--- src/rtl/risc_pkg.sv ---
// Shared types for the 16-bit RISC core control path.
package risc_pkg;

   localparam int unsigned DATA_W = 16;

   typedef enum logic [2:0] {
      StIdle   = 3'd0,
      StFetch  = 3'd1,
      StDecode = 3'd2,
      StExec   = 3'd3,
      StMem    = 3'd4,
      StWb     = 3'd5,
      StHalt   = 3'd6,
      StError  = 3'd7
   } state_e;

   typedef struct packed {
      logic memr;
      logic memw;
      logic regw_en;
      logic upd_flag;
      logic b;
      logic jmp;
      logic hlt;
   } ctl_t;

endpackage

--- src/rtl/mem_wait_timer.sv ---
// Counts MEM-state stall cycles; expired flags the stall that brings the count to LIMIT.
module mem_wait_timer
   import risc_pkg::*;
#(
   parameter int unsigned LIMIT = 16
) (
   input  logic clk,
   input  logic rst,
   input  logic clear,
   input  logic en,
   output logic expired
);

   localparam logic [DATA_W-1:0] LimitW = LIMIT[DATA_W-1:0];

   logic [DATA_W-1:0] cnt_q, cnt_d, cnt_inc;

   assign cnt_inc = cnt_q + {{(DATA_W-1){1'b0}}, 1'b1};

   always_comb begin
      cnt_d = cnt_q;
      if (clear) begin
         cnt_d = '0;
      end else if (en) begin
         cnt_d = cnt_inc;
      end
   end

   always_ff @(posedge clk or posedge rst) begin
      if (rst) begin
         cnt_q <= '0;
      end else begin
         cnt_q <= cnt_d;
      end
   end

   // Flag on the stall cycle itself so the FSM leaves MEM right after the LIMIT-th stall.
   assign expired = en && !clear && (LIMIT != 32'd0) && (cnt_inc == LimitW);

endmodule

--- src/rtl/multicycle_sequencer.sv ---
// Multi-cycle FETCH/DECODE/EXEC/MEM/WB sequencer issuing datapath write enables.
module multicycle_sequencer
   import risc_pkg::*;
#(
   parameter int unsigned MEM_TIMEOUT = 16
) (
   input  logic              clk,
   input  logic              rst,
   input  logic              memr,
   input  logic              memw,
   input  logic              regw_en,
   input  logic              upd_flag,
   input  logic              b,
   input  logic              jmp,
   input  logic              hlt,
   input  logic              mem_ready,
   input  logic              resume,
   output logic              ir_we,
   output logic              pc_we,
   output logic              rf_we,
   output logic              flag_we,
   output logic              mem_req,
   output logic              mem_we,
   output logic              halted,
   output logic              error,
   output logic [2:0]        state,
   output logic [DATA_W-1:0] instr_count
);

   state_e            state_q, state_d;
   ctl_t              ctl_q, ctl_d;
   logic [DATA_W-1:0] count_q;
   logic              tmo_clear, tmo_en, tmo_expired;
   logic              unused_ctl;

   mem_wait_timer #(
      .LIMIT(MEM_TIMEOUT)
   ) u_timer (
      .clk    (clk),
      .rst    (rst),
      .clear  (tmo_clear),
      .en     (tmo_en),
      .expired(tmo_expired)
   );

   always_ff @(posedge clk or posedge rst) begin
      if (rst) begin
         state_q <= StIdle;
         ctl_q   <= '0;
         count_q <= '0;
      end else begin
         state_q <= state_d;
         ctl_q   <= ctl_d;
         count_q <= count_q + {{(DATA_W-1){1'b0}}, pc_we};
      end
   end

   always_comb begin
      state_d   = state_q;
      ctl_d     = ctl_q;
      ir_we     = 1'b0;
      pc_we     = 1'b0;
      rf_we     = 1'b0;
      flag_we   = 1'b0;
      mem_req   = 1'b0;
      mem_we    = 1'b0;
      halted    = 1'b0;
      error     = 1'b0;
      tmo_clear = 1'b1;
      tmo_en    = 1'b0;
      unique case (state_q)
         StIdle: state_d = StFetch;
         StFetch: begin
            ir_we   = 1'b1;
            state_d = StDecode;
         end
         StDecode: begin
            ctl_d.memr     = memr;
            ctl_d.memw     = memw;
            ctl_d.regw_en  = regw_en;
            ctl_d.upd_flag = upd_flag;
            ctl_d.b        = b;
            ctl_d.jmp      = jmp;
            ctl_d.hlt      = hlt;
            if (hlt) begin
               state_d = StHalt;
            end else if (memr && memw) begin
               state_d = StError;
            end else begin
               state_d = StExec;
            end
         end
         StExec: begin
            flag_we = ctl_q.upd_flag;
            if (ctl_q.memr || ctl_q.memw) begin
               state_d = StMem;
            end else if (ctl_q.regw_en) begin
               state_d = StWb;
            end else begin
               pc_we   = 1'b1;
               state_d = StFetch;
            end
         end
         StMem: begin
            mem_req   = 1'b1;
            mem_we    = ctl_q.memw;
            tmo_clear = 1'b0;
            tmo_en    = !mem_ready;
            // mem_ready is checked first so a completion always beats the timeout.
            if (mem_ready) begin
               if (ctl_q.memw) begin
                  pc_we   = 1'b1;
                  state_d = StFetch;
               end else begin
                  state_d = StWb;
               end
            end else if (tmo_expired) begin
               state_d = StError;
            end
         end
         StWb: begin
            rf_we   = ctl_q.regw_en;
            pc_we   = 1'b1;
            state_d = StFetch;
         end
         StHalt: begin
            halted = 1'b1;
            if (resume) begin
               pc_we   = 1'b1;
               state_d = StFetch;
            end
         end
         StError: error = 1'b1;
      endcase
   end

   // b/jmp are latched for debug visibility only; the datapath picks the next-PC source.
   assign unused_ctl  = ctl_q.b ^ ctl_q.jmp;
   assign state       = state_q;
   assign instr_count = count_q;

endmodule

--- config.mk ---
export PLATFORM = sky130hd
export DESIGN_NAME = multicycle_sequencer
export DESIGN_NICKNAME = d
export VERILOG_FILES = /design/src/rtl/risc_pkg.sv /design/src/rtl/mem_wait_timer.sv /design/src/rtl/multicycle_sequencer.sv
export SDC_FILE = /design/constraint.sdc
export NUM_CORES = 1
export LEC_CHECK = 0
export ABC_AREA = 1
export CAP_MARGIN = 20
export CELL_PAD_IN_SITES_DETAIL_PLACEMENT = 1
export CELL_PAD_IN_SITES_GLOBAL_PLACEMENT = 1
export CORE_MARGIN = 1
export CORE_UTILIZATION = 25
export CTS_CLUSTER_SIZE = 28
export DETAILED_ROUTE_END_ITERATION = 8
export PLACE_DENSITY_LB_ADDON = 0.1
export SYNTH_ARGS = -nofsm -noshare
export SYNTH_HDL_FRONTEND = slang
export SYNTH_HIERARCHICAL = 1
export SYNTH_SLANG_ARGS = --single-unit
--- constraint.sdc ---
create_clock -name clk -period 2.37 [get_ports clk]
set_input_delay 0.237 -clock clk [delete_from_list [all_inputs] [get_ports clk]]
set_output_delay 0.237 -clock clk [all_outputs]
set_load 0.01 [all_outputs]
After elaboration in Yosys (flattened, before gate mapping)
Index checks and enable logic that the tools add are counted.

storage, ports and cells
  register bits = 39
  logic and storage cells = 54

operators by class
  $add $sub $neg = 2
  equal/unequal tests = 11
  muxes and demuxes = 25
  reduce and logical (&&, ||, !) cells = 9

operator list
  operator                                               count
  two-way mux 16 bit                                     2
  two-way mux 3 bit                                      8
  case mux 3 bit (6 select lines)                        1
  adder 16 x 1 -> 16 bit                                 1
  adder 16 x 1 -> 16 bit, second input constant          1
  equality test 16 x 5 -> 1 bit, second input constant   1
  two-way mux 1 bit                                      13
  equality test 3 bit, second input constant             4
  equality test 3 x 2 -> 1 bit, second input constant    2
  nonzero test 6 bit                                     1
  case mux 1 bit (4 select lines)                        1
  equality test 3 x 1 -> 1 bit, second input constant    1
  logical AND 1 bit                                      3
  logical NOT 3 bit                                      1
  inequality test 3 bit, second input constant           1
  AND reduction 3 bit                                    1
  inequality test 2 x 1 -> 1 bit, second input constant  1
  inequality test 2 bit, second input constant           1
  OR reduction 2 bit                                     1
  logical NOT 1 bit                                      1
  logical OR 1 bit                                       1

Depth between registers and ports, before layout
  depth after elaboration = 7
  gate-level depth with buffers = 17

Cells and area by module
The synthesis kept the hierarchy.

modules (own cells, without submodules)
  module                times used  cells an instance  area each (µm²)
  multicycle_sequencer  1           162                1260.0
  mem_wait_timer        1           146                1016.0

Worst setup path after synthesis
OpenSTA, ideal clock, no wires.

  kind = register -> register
  start = reg state_q[1], in the netlist state[1]
  end = reg count_q[10], in the netlist instr_count[10]
  arrival = 1.947 ns
  setup slack = 0.297 ns
  stages on the path, launching flop included = 12
  period minus slack after synthesis = 2.073 ns
  path through = dfrtp_1 nor2_1 nand2_2 inv_1 nand2_1 o211ai_2 ha_1 ha_1 nand2_1 nor2_2 nand2_1 xnor2_1

between the ends
  longest elaborated chain between the ends = 3
  elaborated cells between the ends (all ways) = 6

ends and longest elaborated chain
  element                                                              line                        text
  start: declaration                                                   multicycle_sequencer.sv:30  state_e state_q, state_d;
  start signal: assignment                                             multicycle_sequencer.sv:48  state_q <= StIdle;
  start signal: assignment                                             multicycle_sequencer.sv:52  state_q <= state_d;
  equality test 3 bit or equality test 3 x 2 -> 1 bit (tied branches)  multicycle_sequencer.sv:71  unique case (state_q)
  case mux 1 bit (4 select lines) *                                    multicycle_sequencer.sv:71
  named net pc_we                                                      multicycle_sequencer.sv:19  output logic pc_we,
  adder 16 x 1 -> 16 bit *                                             multicycle_sequencer.sv:54  count_q <= count_q + {{(DATA_W-1){1'b0}}, pc_we};
  end signal: assignment                                               multicycle_sequencer.sv:54
  end: declaration                                                     multicycle_sequencer.sv:32  logic [DATA_W-1:0] count_q;

Mark *: on every way through the listed nets, which the timed path passes. The rest lies on a longest branch.
A chain may end at the register's enable or synchronous reset.

Final worst setup path
  start = reg state_q[1], in the netlist state[1]
  end = reg state_q[2], in the netlist state[2]

between the ends
  longest elaborated chain between the ends = 6
  elaborated cells between the ends (all ways) = 16

ends and longest elaborated chain
  element                          line                        text
  equality test 3 bit              multicycle_sequencer.sv:71
  two-way mux 1 bit                multicycle_sequencer.sv:71
  named net tmo_en                 multicycle_sequencer.sv:33  logic tmo_clear, tmo_en, tmo_expired;
  logical AND 1 bit (2 in a row)   mem_wait_timer.sv:38        assign expired = en && !clear && (LIMIT != 32'd0) && (cnt_inc == LimitW);
  named net tmo_expired            multicycle_sequencer.sv:33
  inequality test 3 bit (no line)  --
  AND reduction 3 bit (no line)    --

The timed path passes the listed nets, and every way through them passes these cells.

==> qor.yml <==
run_status:
  outcome: "complete, no violations"
sta:
  tightest_slew_ns: 0.7005
  slew_headroom_pct: 53.25
  rsz0062_at_grt: "no"
  period_minus_slack_ns: 2.103
  hold_violations: 0
  drv_slew: 0
  fmax_ghz: 0.4754
  setup_slack_ns: 0.2666
  setup_viol: 0
  setup_tns_ns: 0
  finClkSkew_ns: 0.008015
  timing.final.crit_share_pct: 88.75
die:
  start_util_pct: 25.97
  dieArea_um2: 9490
  die_h_um: 97.42
  core_area_um2: 8763
  dieWidth_um: 97.42
  rows: 34
  io_pins: 38
setup_path:
  reg2reg_to: "state[2]"
  reg2reg_setup_slack_ns: 0.27
  worst-r2r-cell-count: 15
  setup.worst_path.start: "state[1]"
  worstPathCellList: "nor2_2, nand3b_1, inv_1, and3_1, nand2_1, nor2_1, nand3_1, nor2_1, nand3_1, nor2_1, nor2_1, nand3_1, nand2_1, inv_1, nand3_1"
  crit_slowest_cell: "dfrtp_2"
  worst-path-max-fanout: 7
  crit_path_start_kind: "register"
  reg2reg_from: "state[1]"
  cpPeakStageDelay_ns: 0.47
  path_class: "reg2reg"
  cp-end-kind: "register"
  required_ns: 2.55
  critPathBufInv: 2
  worstPathArrival_ns: 2.28
  cpLargestDelayFamily: "simple AND/OR/NAND/NOR gates"
global_route:
  globalRouteOverflowTotal: 0
  antenna_found_initial: 0
  grt_pass1_vias: 2123
  grt_pass1_wl_um: 10570
  grt_use_total_pct: 14.02
  grt_max_degree: 17
routing:
  vias_per_cell: 4.523
  first_pass_iters: 4
  drt_iter0_markers: 58
  ant_nets: 0
  drc: 0
  wl_per_cell_um: 13.27
  vias: 2076
  wl_um: 6090
clocking:
  cts_setup_buffers: 0
  cts_sinks: 39
  root_buffer: "clkbuf_8"
  cts_buffer_depth: 2
  path_clk_slew_ns: 0.09
  cts_tree: "done"
  clk_latency_ns: 0.29
  numCtsBuffers: 5
  htree_levels: 2
synth:
  syn_inst: 308
  ys_seq_area_share_pct: 42.88
  netlist.area_leader.share_pct: 42.88
  synth_edf_count: 0
  synth.distinct_cells: 24
  ys_warn_count: 6
  synth_nets: 322
  ys.flop_type: "dfrtp_1"
  synth_top_cell_by_area: "dfrtp_1"
  synth.most_common_cell: "nand2_1"
  ys_async_sr_fraction_pct: 100.0
  synth_seq_cells: 39
  synth_common_cells: "83 x nand2_1, 40 x inv_1, 39 x dfrtp_1, 33 x nor2_1, 26 x nand3_1"
  syn_area_per_cell_um2: 7.389
  syn_area_um2: 2276
  ys_top_cells_by_area: "dfrtp_1 43%, nand2_1 14%, inv_1 6.6%"
placed_design:
  pre_cts_ws_ns: 0.09162
  io_buffers: 35
  dp_hpwl_um: 4785
  place.gp.congestion: 0.7660
  place_inst: 451
layout:
  fin_nets: 364
  syn2layout_area_growth_pct: 26.72
  final_cells: 459
  n_antenna_cell: 0
  layout-drive-gt1-share_pct: 12.82
hold_path:
  min_path_type: "in2async"
flow_run:
  drv_cap: 0
power_and_ir_drop:
  combPwrFrac_pct: 2.9
  p_seq_share_pct: 52.3
  power.density_nw_per_um2: 443.3
  p_leak_uw: 0.001261
  p_sw_uw: 281.9
  ir_drop_mv: 0.1938
  intPower_uw: 996.5
  pwr-share-clk_pct: 44.8
  p_sw_share_pct: 22.05
routing by layer:
layer  up-vias  global-route usage [%]  share of wire [%]
li1       1058                       -                  -
met1       993                   19.23                 50
met2        23                   22.70                 47
met3         2                   3.309                2.4
met4         0                   2.376               0.48
met5         -                       0                  0
layout make-up:
| cell class | instances | area (um2) |
|---|---|---|
| fill | 1089 | 5879 |
| multi-input combinational | 223 | 1122 |
| sequential | 39 | 979.7 |
| timing repair buffer | 38 | 372.9 |
| inverter | 43 | 161.4 |
| tap | 108 | 135.1 |
| clock buffer | 5 | 68.82 |
| clock inverter | 3 | 43.79 |
how the worst max path moves through the flow:
stage                            to  slack (ns)  cells past startpoint
floorplan           instr_count[10]        0.30                     11
CTS                        state[2]         0.1                     15
global placement           state[2]        0.11                     15
finish                     state[2]        0.27                     15
global route               state[2]       0.009                     14
detailed placement         state[2]        0.09                     15
stage by stage:
step                utilization (%)  hold WS [ns]  area, um2  total power [uW]
floorplan                         -        0.1507       2276             696.5
global placement              31.55        0.4662       2765             720.7
detailed placement            31.55        0.4673       2765             720.6
CTS                           32.84        0.2488       2878              1304
global route                  32.91        0.2415       2884              1341
finish                        32.91        0.2401       2884              1278
power by group through the flow:
stage | Sequential [uW] | Clock, uW | Combinational (uW)
final | 668 | 573 | 37.1
after global routing | 669 | 630 | 42.5
after CTS | 668 | 596 | 39.3
after detailed placement | 682 | 0 | 38.9
after global placement | 682 | 0 | 39.1
after floorplan | 681 | 0 | 15.1
repair_timing:
action,CTS,global route
gates resized for setup,0,4
endpoints found under the setup margin,0,8
hold endpoints to repair,0,0
hold buffers,0,0
flip-flops by register name, summed over array words and instances, names as in the netlist:
| name | count |
|---|---|
| state | 3 |
| u_timer/cnt_q | 16 |
| ctl_q | 4 |
| instr_count | 16 |
cells by family after synthesis:
group,share of synthesized area (%)
AOI/OAI and AO/OA,6.047
xor gates and xnor gates,5.387
adders and majority gates,1.649
buffers and inverters,7.916
DFF,42.88
and+or+nand+nor,36.12
cell usage in the layout, fill, tap and decap left out, drive strengths merged:
master	instances
a21oi	7
nand2	93
o211ai	1
xnor2	4
nand4	6
inv	43
nor2	47
clkdlybuf4s50	35
o22ai	4
dfrtp	39
ha	3
xor2	10
o21ai	13
clkbuf	5
buf	3
clkinv	2
nor3	5
bufinv	1
nand3b	1
nand3	28
and3	1
Note: power is estimated with default switching activity, not from simulation.
